**config.mk**
```make
export PLATFORM = sky130hd
export DESIGN_NAME = stream_frame_arbiter
export DESIGN_NICKNAME = d
export VERILOG_FILES = /design/src/rtl/stream_pkg.sv /design/src/rtl/stream_frame_arbiter_pick.sv /design/src/rtl/stream_frame_arbiter.sv
export SDC_FILE = /design/constraint.sdc
export NUM_CORES = 1
export LEC_CHECK = 0
export CORE_MARGIN = 3
export CORE_UTILIZATION = 36
export DETAILED_ROUTE_END_ITERATION = 8
export HOLD_SLACK_MARGIN = 0.08
export PLACE_DENSITY = 0.82
export RECOVER_POWER = 25
export SYNTH_ARGS = -nofsm -noshare
export SYNTH_HDL_FRONTEND = slang
export SYNTH_SLANG_ARGS = --single-unit
```
**constraint.sdc**
```tcl
create_clock -name clk -period 1.93 [get_ports clk]
set_input_delay 0.193 -clock clk [delete_from_list [all_inputs] [get_ports clk]]
set_output_delay 0.193 -clock clk [all_outputs]
set_load 0.02 [all_outputs]
```
**src/rtl/stream_pkg.sv**
```systemverilog
// Shared types and the round-robin search helper for the stream arbiter family.
package stream_pkg;

  localparam int MAXREQ = 16;
  localparam int MAXW   = 4;

  typedef enum logic {
    IDLE = 1'b0,
    BUSY = 1'b1
  } arb_state_t;

  typedef struct packed {
    logic            found;
    logic [MAXW-1:0] idx;
  } rr_pick_t;

  // First set bit of req, searching from (last+1) mod n upward with wrap.
  function automatic rr_pick_t rr_pick(input logic [MAXREQ-1:0] req,
                                       input logic [MAXW-1:0]   last,
                                       input int                n);
    rr_pick_t r;
    int       cand;
    r = '0;
    for (int k = 1; k <= MAXREQ; k++) begin
      if (k <= n && !r.found) begin
        cand = (int'(last) + k) % n;
        if (req[cand]) begin
          r.found = 1'b1;
          r.idx   = MAXW'(cand);
        end
      end
    end
    return r;
  endfunction

endpackage

```
**src/rtl/stream_frame_arbiter_pick.sv**
```systemverilog
// Combinational round-robin pick: rotate past the last winner, find first, unrotate.
module rr_priority_pick
  import stream_pkg::*;
#(
  parameter  int NREQ  = 4,
  localparam int GSIZE = (NREQ > 1) ? $clog2(NREQ) : 1
) (
  input  logic [NREQ-1:0]  req,
  input  logic [GSIZE-1:0] last,
  output logic [GSIZE-1:0] idx,
  output logic             found
);

  rr_pick_t pick;

  always_comb pick = rr_pick(MAXREQ'(req), MAXW'(last), NREQ);

  // The range guard also keeps a non-power-of-two NREQ from ever producing an out-of-range index.
  assign idx   = pick.idx[GSIZE-1:0];
  assign found = pick.found & ({1'b0, pick.idx} < (MAXW+1)'(NREQ));

endmodule

```
**src/rtl/stream_frame_arbiter.sv**
```systemverilog
// Frame-atomic round-robin merge of NREQ valid/ready byte streams into one registered output.
//   state | meaning
//   IDLE  | arbitrating among itvalid & en_mask, no requester connected
//   BUSY  | requester 'grant' owns the output until its itlast beat is accepted
module stream_frame_arbiter
  import stream_pkg::*;
#(
  parameter  int NREQ  = 4,
  parameter  int DSIZE = 8,
  localparam int GSIZE = (NREQ > 1) ? $clog2(NREQ) : 1
) (
  input  logic                  clk,
  input  logic                  rst,
  input  logic [NREQ-1:0]       en_mask,
  input  logic [NREQ-1:0]       itvalid,
  output logic [NREQ-1:0]       itready,
  input  logic [NREQ*DSIZE-1:0] itdata,
  input  logic [NREQ-1:0]       itlast,
  output logic                  otvalid,
  input  logic                  otready,
  output logic [DSIZE-1:0]      otdata,
  output logic                  otlast,
  output logic                  busy,
  output logic [GSIZE-1:0]      grant
);

  arb_state_t       state, state_nxt;
  logic [GSIZE-1:0] grant_nxt;
  logic [GSIZE-1:0] rr_last, rr_last_nxt;
  logic [GSIZE-1:0] pick_idx;
  logic [NREQ-1:0]  req;
  logic             pick_found;
  logic             slot_free;
  logic             accept;
  logic             sel_valid;
  logic             sel_last;
  logic [DSIZE-1:0] sel_data;

  assign req = itvalid & en_mask;

  rr_priority_pick #(.NREQ(NREQ)) u_pick (
    .req   (req),
    .last  (rr_last),
    .idx   (pick_idx),
    .found (pick_found)
  );

  assign busy      = (state == BUSY);
  assign slot_free = ~otvalid | otready;
  assign sel_valid = itvalid[grant];
  assign sel_last  = itlast[grant];
  assign sel_data  = itdata[int'(grant)*DSIZE +: DSIZE];
  assign accept    = busy & slot_free & sel_valid;

  always_comb begin
    itready = '0;
    for (int i = 0; i < NREQ; i++) begin
      itready[i] = busy & slot_free & (grant == GSIZE'(i));
    end
  end

  always_comb begin
    state_nxt   = state;
    grant_nxt   = grant;
    rr_last_nxt = rr_last;
    case (state)
      IDLE: begin
        if (pick_found) begin
          state_nxt   = BUSY;
          grant_nxt   = pick_idx;
          rr_last_nxt = pick_idx;
        end
      end
      BUSY: begin
        if (accept && sel_last) begin
          state_nxt = IDLE;
        end
      end
      default: state_nxt = IDLE;
    endcase
  end

  // rr_last starts at NREQ-1 so the first search after reset begins at requester 0.
  always_ff @(posedge clk or posedge rst) begin
    if (rst) begin
      state   <= IDLE;
      grant   <= '0;
      rr_last <= GSIZE'(NREQ - 1);
    end else begin
      state   <= state_nxt;
      grant   <= grant_nxt;
      rr_last <= rr_last_nxt;
    end
  end

  always_ff @(posedge clk or posedge rst) begin
    if (rst) begin
      otvalid <= 1'b0;
      otdata  <= '0;
      otlast  <= 1'b0;
    end else if (accept) begin
      otvalid <= 1'b1;
      otdata  <= sel_data;
      otlast  <= sel_last;
    end else if (otready) begin
      otvalid <= 1'b0;
    end
  end

endmodule

```
======== Yosys cells after proc, flatten, opt, wreduce, memory -nomap -nowiden ========
Cells that the tools add are included.
word-level totals
  bits in registers ....................... 15
  input bits .............................. 47
  logic and storage cells ................. 71
operators by class
  add/sub/neg operators ................... 4
  $lt $le $gt $ge ......................... 6
  equal/unequal tests ..................... 3
  shift operators ......................... 1
  muxes and demuxes ....................... 28
  bitwise operators ....................... 15
  reductions and logical operators ........ 8
operators by type and width
  kind                                                                    number
  5-bit two-way mux                                                       7
  32-bit by 6-bit variable part select with 8-bit output                  1
  3-bit by 6-bit < comparator with 1-bit output (second input constant)   4
  1-bit two-way mux                                                       14
  1-bit binary-select mux with 3-bit select                               4
  2-bit OR reduction                                                      4
  1-bit bitwise AND                                                       7
  2-bit by 1-bit adder with 2-bit output (second input constant)          2
  2-bit adder (second input constant)                                     2
  1-bit bitwise AND (first input constant)                                4
  4-bit bitwise AND                                                       1
  1-bit binary-select mux with 2-bit select                               2
  2-bit equality test (second input constant)                             2
  4-bit by 3-bit < comparator with 1-bit output (second input constant)   1
  2-bit by 3-bit < comparator with 1-bit output (second input constant)   1
  2-bit by 1-bit equality test with 1-bit output (second input constant)  1
  2-bit logical NOT                                                       1
  1-bit NOT                                                               2
  1-bit one-hot mux with 2 select lines                                   1
  2-bit AND reduction                                                     1
  2-bit nonzero test                                                      1
  1-bit logical AND                                                       1
  1-bit OR                                                                1

======== Depth between registers and ports, before layout ========
Gate-level depths: netlist of run 1.
  depth in word-level cells ............... 17
  mapped depth ............................ 5
  depth with buffers taken out ............ 4

======== Hierarchy ========
Synthesis of run 1 repeated with hierarchy kept, for this count alone.
second synthesis, totals
  cell total of the unflattened synthesis .. 78
  area total of the unflattened synthesis .. 1018.5 um2
by module, submodules not included
  module                times used  cells an instance  area each (um2)
  stream_frame_arbiter  1           64                 927.1
  rr_priority_pick      1           14                 91.3

======== Worst setup path after synthesis of run 1 ========
OpenSTA, ideal clock, no wires.
  kind .................................... register -> register
  start ................................... register grant[1]
  end ..................................... register otdata[0]
  setup time .............................. 125 ps
  arrival ................................. 1706 ps
  required time ........................... 1805 ps
  path slack .............................. 99 ps
  stages on the path, launching flop included .. 6
  path buffers ............................ 2
  period minus slack after synthesis ...... 1831 ps
  path through ............................ dfrtp_1 buf_6 mux4_2 and3_4 buf_6 mux2_4
between the ends
  longest elaborated chain between the ends .. 3
  elaborated cells on any way between the ends .. 4
  classes of those cells .................. shift: 1; mux: 2; bitwise: 1
ends and longest elaborated chain
  item                                                                                            RTL line                     text
  from (decl)                                                                                     stream_frame_arbiter.sv:24   output logic [GSIZE-1:0] grant
  from (signal assigned)                                                                          stream_frame_arbiter.sv:91   grant <= grant_nxt;
  branches (longest 3 deep; another with 32-bit by 6-bit variable part select with 8-bit output)  n/a
  to (signal assigned)                                                                            stream_frame_arbiter.sv:103  otdata <= sel_data;
  to (decl)                                                                                       stream_frame_arbiter.sv:21   output logic [DSIZE-1:0] otdata,
Parallel ways; which one is timed is not known. The select of a mux whose other input is x is not followed.
A chain may end at the register's enable or synchronous reset.

======== Worst setup path after layout of run 1 ========
  start ................................... register grant[0]
  end ..................................... output port grant[0]
No word-level cell between the ends.

==> reports/qor.csv, run 1 <==
stage;metric;value;unit
layout;drive_gt1_share;21.1;%
floorplan;die_area;3490;um^2
placement;dp_hpwl;2560;um
detailed_routing;route.vias.total;939;
run;maxCapViolCount;0;
sta;skew;0.00609;ns
layout;final_nets;195;
global_routing;antenna_found_initial;0;
clock_network;cts_buffer_depth;2;
detailed_routing;post_drt_wl_per_cell;17.0;um
yosys;ys.warnings.count;0;
sta;setup_ws;0.169;ns
setup_path;path_cells;buf_4 -> clkdlybuf4s50_1;
layout;layout.area.seq;379;um^2
placement;routabilityCongestion;0.804;
layout;insertedDiodeCount;0;
clock_network;cts.htree.levels;1;
clock_network;cts_sinks;15;
setup_path;crit_fanout;7;
sta;fin_crit_sh;91.2;%
global_routing;grt_pass1_vias;955;
setup_path;worstSetupEndpointType;output port;
global_routing;grt_usage;18.0;%
clock_network;worstSkewPairLatency;0.28;ns
yosys;synth_ff_type;dfrtp_1;
clock_network;cts_buffers;3;
sta;rsz0062_at_grt;false;
detailed_routing;ant_nets;0;
yosys;synth-async-reset-ratio;100;%
layout;final_cell_mix;58 x clkdlybuf4s50_1, 13 x nand2_1, 12 x dfrtp_1;
worst_hold_path;hold_path.class;input port to asynchronous set/reset pin;
clock_network;ctsRootBufferMaster;clkbuf_4;
sta;hold_viol;0;
detailed_routing;drtIter0Drc;27;
yosys;syn_inst;79;
layout;area_growth_syn_to_layout;69.3;%
power_and_ir_drop;ir_drop;0.814;mV
detailed_routing;wl;3010;um
clock_network;clk_pin_slew;0.09;ns
placement;port_buffers;63;
detailed_routing;drc;0;
global_routing;grt_pass1_wl;4690;um
global_routing;grt_max_degree;16;
sta;max_freq;0.568;GHz
yosys;synth.cell_area;1010;um^2
global_routing;grt_overflow;0;
yosys;avgSynthCellArea;12.8;um^2
setup_path;crit_required;1.74;ns
floorplan;core_area;2570;um^2
sta;setup_viol;0;
clock_network;post_cts_resized;4;
setup_path;arrival;1.57;ns
sta;finalCriticalPeriod;1.76;ns
floorplan;pin_count;64;
floorplan;rows;18;
yosys;syn_nets;126;
sta;slew_viol_final;0;
layout;multi_input_area;596;um^2
floorplan;start_util;39.5;%
setup_path;cp_num_buf_inv;2;
floorplan;die_w;59.1;um
yosys;synth_top_area_share;32.1;%
clock_network;cts_tree;built;
placement;place_ws;-0.0560;ns
sta;setup_tns;0;ns
yosys;synth_area_leaders;dfrtp_1 32%, mux4_2 18%, mux2_4 13%, dfstp_2 5.2%, mux4_1 5.2%;
floorplan;chipHeight;59.1;um
layout;layout_commonest_cell;clkdlybuf4s50_1;
clock_network;ctsHoldBuffers;0;
power_and_ir_drop;p_leak;0.744;nW
detailed_routing;firstDrtPassIters;4;
outcome;outcome;completed;
yosys;synth_top_area_cell;dfrtp_1;
clock_network;post-cts-setup-buffer-count;0;
sta;slew-limit-headroom;61.6;%
yosys;synth_edf_count;0;
yosys;yosysSeqAreaShare;37.2;%
detailed_routing;vias_per_cell;5.31;
power_and_ir_drop;powerDensity;1330;nW/um^2
layout;n_fill_cell;196;
sta;tightest_slew;0.576;ns
yosys;synthDistinctLibCells;30;
setup_path;cp-start-kind;flop;
setup_path;criticalPathCategory;flop to output port;
setup_path;path_delay_family;buffers and inverters;
yosys;ys_ff_latch;15;
setup_path;max_stage_delay;0.61;ns
setup_path;cp_slowest_cell;clkdlybuf4s50_1;
setup_path;crit_cells;2;
setup_path;reg2regPathDepth;3;
## per-stage QoR
stage / instance area [um^2] / utilization [%] / hold slack, ns / power (mW) / cells
6_report: 1720 / 66.9 / 0.405 / 2.28 / 177
5_1_grt: 1720 / 66.9 / 0.435 / 2.43 / 177
4_1_cts: 1720 / 66.8 / 0.273 / 2.30 / 177
3_5_place_dp: 1690 / 65.8 / 0.489 / 2.14 / 173
3_3_place_gp: 1690 / 65.8 / 0.478 / 2.09 / 173
2_1_floorplan: 1010 / - / 0.0930 / 1.56 / 79
## final cells by class
cell class                 instances  area share [%]
timing repair buffer              69            39.3
multi-input combinational         58            34.7
sequential                        15            22.1
tap                               30            2.18
clock buffer                       3            1.31
clock inverter                     1           0.291
inverter                           1           0.218
## cells by family after synthesis
logic type / count (synthesis) / share of synthesized area (%)
multiplexers: 19 / 36.3
AND/OR/NAND/NOR: 27 / 13.8
AO/OA/AOI/OAI: 12 / 8.63
flip-flops: 15 / 37.2
buffers and inverters: 6 / 4.07
## cell usage after synthesis (all sizes together) (2+ instances only)
cell and number:
a21o 2, a22oi 2, and3 3, buf 5
dfrtp 13, dfstp 2, mux2 9, mux4 10
nand2 13, nor2 3, o21ai 2
## state kept, by name, indices dropped and copies added, names as in the netlist
register  count
otvalid       1
otlast        1
rr_last       2
busy          1
otdata        8
grant         2
## layer usage
layer	wire [um]	up-vias	GRT usage, %
met3	331	6	3.49
met1	1170	434	21.8
met4	44	0	6.47
li1	-	444	-
met5	0	-	0
met2	1470	55	31.5
## path summary, 6_finish.rpt
| check | slack (ns) | start | endpoint |
|---|---|---|---|
| worst max-delay path | 0.17 | grant[0] | grant[0] |
| worst min-delay path | 0.40 | rst | otdata[7] |
| worst max register to register | 0.25 | grant[1] | otdata[0] |
| worst min register to register | 0.50 | rr_last[0] | rr_last[0] |
| max in group asynchronous | 1.12 | rst | busy |
| min in group clk | 0.50 | rr_last[0] | rr_last[0] |
## power breakdown
part | internal (mW) | switching [mW] | total (mW)
registers | 0.488 | 0.133 | 0.621
clock network | 0.0768 | 0.0991 | 0.176
logic | 0.855 | 0.629 | 1.48
total | 1.42 | 0.861 | 2.28
Note: power is estimated with default switching activity, not from simulation.
==> run 2, diff against run 1 <==
--- a/config.mk
+++ b/config.mk
@@ -8,7 +8,9 @@
 export CORE_MARGIN = 3
 export CORE_UTILIZATION = 36
 export DETAILED_ROUTE_END_ITERATION = 8
+export GPL_ROUTABILITY_DRIVEN = 0
 export HOLD_SLACK_MARGIN = 0.08
+export MAX_ROUTING_LAYER = met4
 export PLACE_DENSITY = 0.82
 export RECOVER_POWER = 25
 export SYNTH_ARGS = -nofsm -noshare
==> reports/qor.csv, run 2 (same netlist as run 1, synthesis figures left out) <==
stage;metric;value;unit;change
setup_path;path_delay_family;buffers and inverters;;
setup_path;crit_required;1.74;ns;about the same
detailed_routing;firstDrtPassIters;4;;unchanged
setup_path;criticalPathCategory;flop to output port;;
clock_network;post-cts-setup-buffer-count;0;;unchanged
clock_network;cts_tree;built;;
power_and_ir_drop;p_seq_share;27.2;%;about the same
setup_path;worstSetupEndpointType;output port;;
power_and_ir_drop;p_int;1.42;mW;unchanged
clock_network;clk_pin_slew;0.09;ns;about the same
layout;insertedDiodeCount;0;;unchanged
detailed_routing;vias_per_cell;5.31;;unchanged
sta;slew-limit-headroom;61.6;%;about the same
detailed_routing;drc;0;;unchanged
setup_path;cp_num_buf_inv;2;;unchanged
power_and_ir_drop;powerDensity;1330;nW/um^2;about the same
layout;multi_input_area;596;um^2;unchanged
layout;largest_reg_flops;8;;unchanged
layout;drive_gt1_share;21.1;%;unchanged
power_and_ir_drop;p_switching;0.861;mW;about the same
clock_network;cts.htree.levels;1;;unchanged
sta;max_freq;0.568;GHz;about the same
detailed_routing;ant_nets;0;;unchanged
sta;fin_crit_sh;91.2;%;about the same
setup_path;cp_slowest_cell;clkdlybuf4s50_1;;
detailed_routing;route.vias.total;939;;unchanged
layout;layout_commonest_cell;clkdlybuf4s50_1;;
clock_network;ctsHoldBuffers;0;;unchanged
sta;tightest_slew;0.576;ns;-0.000237 ns
power_and_ir_drop;comb_power_share;65.0;%;about the same
layout;area_growth_syn_to_layout;69.3;%;unchanged
placement;port_buffers;63;;unchanged
power_and_ir_drop;ir_drop;0.814;mV;about the same
floorplan;die_w;59.1;um;unchanged
sta;skew;0.00609;ns;+0.00000184 ns
clock_network;worstSkewPairLatency;0.28;ns;about the same
sta;hold_viol;0;;unchanged
power_and_ir_drop;p_leak;0.744;nW;unchanged
floorplan;chipHeight;59.1;um;unchanged
global_routing;grt_usage;18.5;%;+0.53 points
clock_network;cts_buffer_depth;2;;unchanged
placement;dp_hpwl;2560;um;unchanged
floorplan;rows;18;;unchanged
layout;post-route-util;66.9;%;unchanged
floorplan;pin_count;64;;unchanged
global_routing;grt_max_degree;16;;unchanged
floorplan;core_area;2570;um^2;unchanged
setup_path;cp-start-kind;flop;;
layout;final_area;1720;um^2;unchanged
setup_path;path_cells;buf_4 -> clkdlybuf4s50_1;;
sta;slew_viol_final;0;;unchanged
setup_path;crit_cells;2;;unchanged
setup_path;reg2regPathDepth;3;;unchanged
run;maxCapViolCount;0;;unchanged
floorplan;start_util;39.5;%;unchanged
layout;final_nets;195;;unchanged
detailed_routing;post_drt_wl_per_cell;17.0;um;-0.13%
worst_hold_path;hold_path.class;input port to asynchronous set/reset pin;;
sta;setup_viol;0;;unchanged
detailed_routing;wl;3010;um;-0.13%
sta;finalCriticalPeriod;1.76;ns;+0.00000300 ns
global_routing;grt_pass1_wl;4690;um;unchanged
setup_path;max_stage_delay;0.61;ns;about the same
power_and_ir_drop;netSwitchingFraction;37.8;%;about the same
floorplan;die_area;3490;um^2;unchanged
global_routing;antenna_found_initial;0;;unchanged
clock_network;cts_sinks;15;;unchanged
clock_network;cts_buffers;3;;unchanged
layout;n_fill_cell;196;;unchanged
layout;layout.area.seq;379;um^2;unchanged
layout;final_cell_mix;58 x clkdlybuf4s50_1, 13 x nand2_1, 12 x dfrtp_1;;
layout;top_register;otdata;;
setup_path;arrival;1.57;ns;about the same
sta;rsz0062_at_grt;false;;
outcome;outcome;completed;;
global_routing;grt_pass1_vias;954;;-0.10%
global_routing;grt_overflow;0;;unchanged
power_and_ir_drop;clock_power_share;7.7;%;about the same
detailed_routing;drtIter0Drc;26;;-3.7%
placement;place_area;1690;um^2;unchanged
setup_path;reg2reg_slack;0.25;ns;about the same
clock_network;ctsRootBufferMaster;clkbuf_4;;
layout;top_regs;otdata (8), grant (2), rr_last (2);;
setup_path;crit_fanout;7;;unchanged
==> run 2: cell counts in the layout (fill, tap and decap cells not counted) <==
Identical to the previous run, type by type.
==> run 2: final timing paths <==
check / start / to
worst max register to register: grant[1] / otdata[0]
worst min-delay path: rst / otdata[7]
min in group clk: rr_last[0] / rr_last[0]
max in group asynchronous: rst / busy
worst max-delay path: grant[0] / grant[0]
worst min register to register: rr_last[0] / rr_last[0]
==> run 2: repair_timing <==
action                                  4_1_cts  5_1_grt
pin swaps                                     0        0
gates resized for setup                       4        1
endpoints found under the setup margin        4        1
==> run 2: final cells by class <==
cell class,count,area share [%]
clock buffers,3,1.31
clock inverters,1,0.291
inverters,1,0.218
multi-input cells,58,34.7
flip-flops and latches,15,22.1
well taps,30,2.18
repair buffers,69,39.3
==> run 2: metrics by stage <==
step	total power, mW	TNS [ns]	setup slack (ns)	hold WS, ns	cells
after floorplan	1.56	0	0.0985	0.0930	79
after CTS	2.30	0	0.0108	0.273	177
after detailed placement	2.14	-0.0773	-0.0560	0.489	173
final	2.28	0	0.169	0.405	177
after global placement	2.09	0	0.0590	0.478	173
after global routing	2.43	0	0.108	0.435	177
==> run 2: routing by layer <==
layer,up-vias,part of all wire [%],wire [um],GRT usage (%)
met5,-,0,0,-
met3,6,11,337,3.49
met2,55,49,1470,31.5
met1,434,39,1160,21.8
met4,0,1.5,44,6.47
li1,444,-,-,-
==> run 2: power groups by stage <==
stage | Sequential [mW] | Clock [mW] | Combinational, mW
6_report | 0.621 | 0.176 | 1.48
5_1_grt | 0.644 | 0.201 | 1.59
4_1_cts | 0.620 | 0.186 | 1.50
3_5_place_dp | 0.625 | 0 | 1.51
3_3_place_gp | 0.609 | 0 | 1.48
2_1_floorplan | 0.750 | 0 | 0.806
